File: config.mk
export PLATFORM = sky130hd
export DESIGN_NAME = lane_deskew
export DESIGN_NICKNAME = d
export VERILOG_FILES = /design/src/rtl/lane_deskew.sv
export SDC_FILE = /design/constraint.sdc
export NUM_CORES = 1
export LEC_CHECK = 0
export CAP_MARGIN = 20
export CORE_MARGIN = 3
export CORE_UTILIZATION = 40
export CTS_BUF_LIST = sky130_fd_sc_hd__clkbuf_16
export CTS_CLUSTER_SIZE = 8
export DETAILED_ROUTE_END_ITERATION = 7
export PLACE_DENSITY = 0.71
export SYNTH_ARGS = -nofsm -noshare
export SYNTH_HDL_FRONTEND = slang
export SYNTH_SLANG_ARGS = --single-unit
File: constraint.sdc
create_clock -name clk_f -period 3.95 [get_ports clk_f]
set_input_delay 0.79 -clock clk_f [delete_from_list [all_inputs] [get_ports clk_f]]
set_output_delay 0.79 -clock clk_f [all_outputs]
set_load 0.03 [all_outputs]
File: src/rtl/lane_deskew.sv
// Two-lane receive deskew: per-lane FIFOs realigned on a shared ALIGN_WORD marker pair.
// Latency: a word written at edge k reaches the registered outputs after edge k+1 at the earliest.
// Backpressure: none upstream; FIFO overflow or marker misalignment flushes both lanes and re-searches.
module lane_deskew #(
    parameter int                 DATA_W     = 32,
    parameter int                 DEPTH      = 4,
    parameter logic [DATA_W-1:0]  ALIGN_WORD = 32'hBCBCBCBC
) (
    input  logic              clk_f,
    input  logic              reset_L,
    input  logic [DATA_W-1:0] lane_0_in,
    input  logic              valid_0_in,
    input  logic [DATA_W-1:0] lane_1_in,
    input  logic              valid_1_in,
    output logic [DATA_W-1:0] lane_0_out,
    output logic [DATA_W-1:0] lane_1_out,
    output logic              valid_out,
    output logic              aligned,
    output logic              skew_err,
    output logic [2:0]        skew,
    output logic              lead_lane
);

    localparam int AW = (DEPTH > 1) ? $clog2(DEPTH) : 1;
    localparam int CW = AW + 1;

    typedef enum logic {
        SEARCH  = 1'b0,
        ALIGNED = 1'b1
    } state_t;

    state_t            state, state_n;

    logic [DATA_W-1:0] mem    [2][DEPTH];
    logic [AW-1:0]     rd_ptr [2];
    logic [AW-1:0]     wr_ptr [2];
    logic [CW-1:0]     count  [2];
    logic [DATA_W-1:0] din    [2];
    logic [DATA_W-1:0] head   [2];
    logic [1:0]        din_vld;
    logic [1:0]        not_empty;
    logic [1:0]        is_mark;
    logic [1:0]        hold;
    logic [1:0]        pop;
    logic [1:0]        ovf;
    logic              flush;
    logic              pair_vld;
    logic              acquire;
    logic              err;
    logic [2:0]        wait_cnt, wait_cnt_n;
    logic              hold_lane, hold_lane_n;

    assign din[0]     = lane_0_in;
    assign din[1]     = lane_1_in;
    assign din_vld    = {valid_1_in, valid_0_in};
    assign aligned    = (state == ALIGNED);

    // FIFO head words and their occupancy / marker status
    always_comb begin
        not_empty = '0;
        is_mark   = '0;
        for (int i = 0; i < 2; i++) begin
            head[i]      = mem[i][rd_ptr[i]];
            not_empty[i] = (count[i] != '0);
            is_mark[i]   = (head[i] == ALIGN_WORD);
        end
    end

    // Pop decisions, marker search / misalignment detection, overflow override
    always_comb begin
        pop         = '0;
        ovf         = '0;
        flush       = 1'b0;
        pair_vld    = 1'b0;
        acquire     = 1'b0;
        err         = 1'b0;
        state_n     = state;
        wait_cnt_n  = wait_cnt;
        hold_lane_n = hold_lane;
        hold        = not_empty & is_mark;

        case (state)
            SEARCH: begin
                // Anything ahead of a marker is garbage; a marker is parked until its partner shows up.
                pop = not_empty & ~is_mark;
                if (hold == 2'b11) begin
                    pop        = 2'b11;
                    pair_vld   = 1'b1;
                    acquire    = 1'b1;
                    state_n    = ALIGNED;
                    wait_cnt_n = '0;
                end else if (hold != 2'b00) begin
                    wait_cnt_n  = (wait_cnt == 3'd7) ? 3'd7 : wait_cnt + 3'd1;
                    hold_lane_n = hold[1];
                end
            end
            ALIGNED: begin
                if (&not_empty) begin
                    pop = 2'b11;
                    // A marker on only one lane means the lanes have slipped relative to each other.
                    if (is_mark[0] ^ is_mark[1]) begin
                        err        = 1'b1;
                        flush      = 1'b1;
                        state_n    = SEARCH;
                        wait_cnt_n = '0;
                    end else begin
                        pair_vld = 1'b1;
                    end
                end
            end
        endcase

        for (int i = 0; i < 2; i++) begin
            ovf[i] = (count[i] == CW'(DEPTH)) && din_vld[i] && !pop[i];
        end

        // Overflow wins over any marker decision taken above on the same edge.
        if (|ovf) begin
            err        = 1'b1;
            flush      = 1'b1;
            pair_vld   = 1'b0;
            acquire    = 1'b0;
            state_n    = SEARCH;
            wait_cnt_n = '0;
        end
    end

    // FIFO pointers and occupancy; a flush also drops the words arriving on that edge
    always_ff @(posedge clk_f or negedge reset_L) begin
        if (!reset_L) begin
            for (int i = 0; i < 2; i++) begin
                rd_ptr[i] <= '0;
                wr_ptr[i] <= '0;
                count[i]  <= '0;
            end
        end else if (flush) begin
            for (int i = 0; i < 2; i++) begin
                rd_ptr[i] <= '0;
                wr_ptr[i] <= '0;
                count[i]  <= '0;
            end
        end else begin
            for (int i = 0; i < 2; i++) begin
                if (pop[i]) begin
                    rd_ptr[i] <= rd_ptr[i] + AW'(1);
                end
                if (din_vld[i]) begin
                    wr_ptr[i] <= wr_ptr[i] + AW'(1);
                end
                count[i] <= count[i] + CW'(din_vld[i]) - CW'(pop[i]);
            end
        end
    end

    // FIFO storage; contents are meaningless until covered by count, so no reset
    always_ff @(posedge clk_f) begin
        for (int i = 0; i < 2; i++) begin
            if (din_vld[i] && !flush) begin
                mem[i][wr_ptr[i]] <= din[i];
            end
        end
    end

    // State, skew measurement and registered outputs
    always_ff @(posedge clk_f or negedge reset_L) begin
        if (!reset_L) begin
            state      <= SEARCH;
            wait_cnt   <= '0;
            hold_lane  <= 1'b0;
            valid_out  <= 1'b0;
            skew_err   <= 1'b0;
            lane_0_out <= '0;
            lane_1_out <= '0;
            skew       <= '0;
            lead_lane  <= 1'b0;
        end else begin
            state     <= state_n;
            wait_cnt  <= wait_cnt_n;
            hold_lane <= hold_lane_n;
            valid_out <= pair_vld;
            skew_err  <= err;
            if (pair_vld) begin
                lane_0_out <= head[0];
                lane_1_out <= head[1];
            end
            if (acquire) begin
                skew      <= wait_cnt;
                lead_lane <= (wait_cnt == 3'd0) ? 1'b0 : hold_lane;
            end
        end
    end

endmodule
* Word level (Yosys, flattened, before mapping)
Memories as Yosys holds them, arrays and structs flattened.
Index checks and enable logic that the tools add are counted.
Widths: inputs -> output; s select.
** Operators by class
- Add/subtract/negate cells :: 9
- $lt $le $gt $ge :: 6
- Equality and inequality tests :: 9
- Muxes and demuxes :: 46
- Bitwise logic cells :: 10
- Reduce and logical (&&, ||, !) cells :: 23
** Operator list (count)
- $mux 128 :: 2
- $mux 32 :: 6
- $bmux 32 s2 :: 2
- $demux 32 s2 :: 2
- $eq 32x32->1 const B :: 2
- $mux 3 :: 6
- $mux 1 :: 15
- $ge 3x3->1 const B :: 4
- $mux 2 :: 6
- $not 2->3 :: 4
- $reduce_bool 2->1 :: 5
- $eq 3x3->1 const B :: 3
- $add 2x1->2 const B :: 4
- $logic_and 1x1->1 :: 8
- $mux 4 :: 2
- $add 3x1->3 :: 2
- $lt 3x1->1 const B :: 2
- $mux 6 :: 1
- $ne 3x1->1 const B :: 2
- $pmux 3 s2 :: 1
- $reduce_and 3->1 :: 2
- $reduce_bool 3->1 :: 2
- $sub 3x1->3 :: 2
- $and 2x2->2 :: 2
- other kinds (12) :: 16
** Word-level totals
- Bits in registers :: 89
- RAM bits :: 256
- Logic and storage cells :: 119
- Memories :: 1
** Memory list
- mem :: depth 2, width 128, rd ports 2, clocked after Yosys merged registers in 0, write ports 2, RTL line 34 : logic [DATA_W-1:0] mem [2][DEPTH];

* Longest topological paths before layout
- Word-level depth :: 17
- Gate-level depth with buffers :: 17
- Depth with buffers taken out :: 14

* Least setup slack after synthesis
No wires, ideal clock.
- Kind :: flip-flop to flip-flop
- From :: register rd_ptr[0] in the netlist's numbering
- To :: memory mem[0][128] in the netlist's numbering (enable)
- Library setup time :: 0.392 ns
- Arrival :: 3.788 ns
- Required time :: 3.558 ns
- Path slack :: -0.230 ns
- Cell stages (with the launch flop) :: 11
- Buffers on the path :: 3
- Cells stage by stage :: dfrtp_1 -> buf_6 -> buf_6 -> mux4_2 -> or4bb_1 -> or4_4 -> o211a_1 -> o31a_1 -> nand2_2 -> buf_2 -> and3_1
** RTL lines
- from (decl) :: RTL line 35 : logic [AW-1:0] rd_ptr [2];
- from (signal, indexed assignment) :: RTL line 145 : rd_ptr[i] <= rd_ptr[i] + AW'(1);
- to (decl) :: RTL line 34

* Worst setup path after layout
- From :: register rd_ptr[2] in the netlist's numbering
- To :: register count[5] in the netlist's numbering
** Between the ends
- Longest elaborated chain between the ends :: 14
- Elaborated cells between the ends (all ways) :: 23
** Ends and longest elaborated chain
- $not 2->3 (implied by the code) (*) :: RTL line 63 : head[i] = mem[i][rd_ptr[i]];
- $bmux 32 s2 (*) :: RTL line 63
- $mux 32 (implied by the code) (*) (2 in a row) :: RTL line 63
- $eq 32x32->1 (*) :: RTL line 65 : is_mark[i] = (head[i] == ALIGN_WORD);
- branches (longest 8 deep; another with $sub 3x1->3)
- $mux 6 (*) :: RTL line 136 : end else if (flush) begin
- to (signal, indexed assignment) :: RTL line 150 : count[i] <= count[i] + CW'(din_vld[i]) - CW'(pop[i]);
- to (decl) :: RTL line 37 : logic [CW-1:0] count [2];
Every way passes the cells marked *. The select of a mux whose other input is x is not followed.
A chain may end at the register's enable or synchronous reset.

==> metrics.cfg <==
[cts]
clockBufferDepth = 3
htree_levels = 2
cts.sinks = 345
root_buffer = clkbuf_16
cts_tree = done
clkTransAtPathRegs_ns = 0.05
cts_hold_buf = 0
numCtsBuffers = 49
clk_latency_ns = 0.55

[layout]
diodes = 0
multi_input_comb_area_um2 = 3460
design_area_um2 = 17500
drive_gt1_frac = 0.300
final_cells = 1356
seq_area_um2 = 9920
num-fill-cells = 2567
syn_to_final_growth_pct = 28.8
utilization = 0.530
nNetsFinal = 957

[timing]
slew_viol_final = 0
fin_hold_ws_ns = 0.298
fin_crit_sh = 0.978
rsz0062_at_grt = yes
setup_viol = 0
max_freq_mhz = 259
maxSlewHeadroom = 0.531
clock-skew-final_ns = 0.0188
final_hold_viol_count = 0
finalCriticalPeriod_ns = 3.86
tightest_slew_ns = 0.704

[global_route]
grt_max_degree = 48
overflow = 0
antenna_found_initial = 2
globalRouteTotalUtil = 0.156
grt_pass1_wl_mm = 43.0
grt_pass1_vias = 7284

[place]
postPlaceCellArea_um2 = 15900
io_buffers = 138
gp_congestion = 0.789
dp_hpwl_mm = 17.6
placed_cells = 1246

[power]
ir_drop_mv = 0.387
p_leak_nw = 6.78
power_density_nw_per_um2 = 641

[synthesis]
syn_inst = 653
synthFlopType = edfxtp_1
ys.warnings.count = 0
syn_area_um2 = 13600
ys_async_sr_fraction = 0.258
ys_ff_latch = 345
yosysUniqueCellTypes = 55
synth.avg_cell_area_um2 = 20.8
synthesis.nets = 737
synth_edf_count = 256
synth-seq-area-share = 0.729

[worst_setup_path]
cp_max_fo = 8
end_kind = flip-flop
r2r_slack_ns = 0.09
crit_type = flip-flop to flip-flop
arrival_ns = 4.28
required_ns = 4.37
startpoint_type = flip-flop

[floorplan]
die_h_um = 190
die_area_um2 = 36300
io_pins = 139
rows = 66
start_util = 0.412
core_area_um2 = 33000
die_w_um = 190

[detailed_routing]
ant_nets = 0
avgViaCountPerCell = 4.99
wire_per_inst_um = 20.5
postRouteWirelength_mm = 27.7
dr_total_vias = 6764
drt_iter0_drc = 406
drc = 0
first_pass_iters = 7

[worst_hold_path]
hold_path.class = input pin to asynchronous set/reset pin

[job]
maxCapViolations = 0

[status]
outcome = finished, final reports clean

-- kinds of logic after synthesis --
kind of cell / Yosys count / synth area share
flops: 345 / 0.729
mux: 134 / 0.177
simple gates: 70 / 0.0365
buf+inv: 51 / 0.0208
compound gates: 29 / 0.0156
fa+ha+maj: 16 / 0.0158
xor+xnor: 8 / 0.00515
-- flip-flops by register name, indices dropped and copies added (netlist names) --
register / flops
lane_1_out: 32
wait_cnt: 3
count: 6
hold_lane: 1
wr_ptr: 4
aligned: 1
skew: 3
skew_err: 1
valid_out: 1
lane_0_out: 32
mem: 256
rd_ptr: 4
lead_lane: 1
-- worst paths after layout --
| kind | start | endpoint | cells after the start |
|---|---|---|---|
| max in group asynchronous | reset_L | rd_ptr[2]$_DFFE_PN0P_ | 2 |
| setup / recovery | rd_ptr[2]$_DFFE_PN0P_ | count[5]$_DFF_PN0_ | 16 |
| hold / removal | reset_L | lane_1_out[5]$_DFFE_PN0P_ | 1 |
| setup reg to reg | rd_ptr[2]$_DFFE_PN0P_ | count[5]$_DFF_PN0_ | 16 |
| hold reg to reg | lane_0_out[5]$_DFFE_PN0P_ | lane_0_out[5]$_DFFE_PN0P_ | 1 |
| min in group clk_f | lane_0_out[5]$_DFFE_PN0P_ | lane_0_out[5]$_DFFE_PN0P_ | 1 |
-- synthesized netlist by cell type (all sizes together) (7+ instances only) --
cell type	count	area, µm²
and3	8	50.1
buf	22	174
dfrtp	89	2230
edfxtp	256	7690
ha	14	175
inv	24	90.1
mux2	67	938
mux4	64	1440
nand2	7	28.8
nand3	7	40.0
nand4b	7	61.3
nor2	13	48.8
xnor2	7	61.3
-- cell type report --
class | count | share of cell area
Sequential cell | 345 | 0.566
Multi-Input combinational cell | 257 | 0.198
Timing Repair Buffer | 196 | 0.119
Clock buffer | 49 | 0.0700
Tap cell | 442 | 0.0316
Clock inverter | 43 | 0.0108
Inverter | 24 | 0.00514
-- per-stage QoR --
step	setup slack, ns	setup TNS (ns)	power, mW
after CTS	0.0483	0	11.3
after global placement	0.0395	0	7.39
final	0.0885	0	11.2
after global routing	-0.0887	-0.0924	11.8
after floorplan	0.101	0	6.53
after detailed placement	-0.0404	-0.0404	7.46
-- per-layer routing --
metal	GRT usage	vias up	routed length [µm]
met3	0.0360	33	1370
met2	0.267	152	14200
met4	0.0392	4	424
li1	-	3065	-
met1	0.202	3510	11700
met5	0	-	14
-- repair_timing --
item / 4_1_cts / 5_1_grt
endpoints found under the setup margin: 1 / 23
gates cloned: 1 / 0
pin swaps: 2 / 7
endpoints found under the hold margin: 0 / 0
gates resized for setup: 2 / 8
setup buffers: 4 / 13
-- cell usage in the layout, fill, tap and decap left out, types with 3 or more instances in the layout --
master / count
a21oi_1: 5
and2_1: 4
and3_2: 8
buf_12: 19
buf_4: 38
clkbuf_16: 49
clkdlybuf4s50_1: 137
dfrtp_1: 87
edfxtp_1: 256
ha_1: 14
inv_1: 60
mux2_2: 18
mux2_4: 49
mux2i_1: 3
mux4_2: 64
nand2_1: 6
nand3_1: 6
nand4_1: 3
nand4b_1: 7
nor2_1: 13
nor4_4: 3
o21ai_0: 5
o22ai_1: 3
xnor2_1: 7
-- report_power, final --
group | switching [mW] | internal (mW)
clock network | 1.46 | 2.23
logic | 1.34 | 1.45
registers | 0.199 | 4.55
-- critical path: stages, from the launching register on --
cell	delay (ns)
dfrtp_2	0.46
buf_12	0.15
mux4_2	0.51
or4bb_4	0.59
nor4_4	0.29
buf_4	0.18
and2_4	0.14
o32a_1	0.17
inv_1	0.05
ha_1	0.26
inv_1	0.06
ha_1	0.14
inv_2	0.04
fa_2	0.33
xor2_1	0.16
xnor2_1	0.16
nor2_1	0.05
Power figures use the tool's default switching activity.
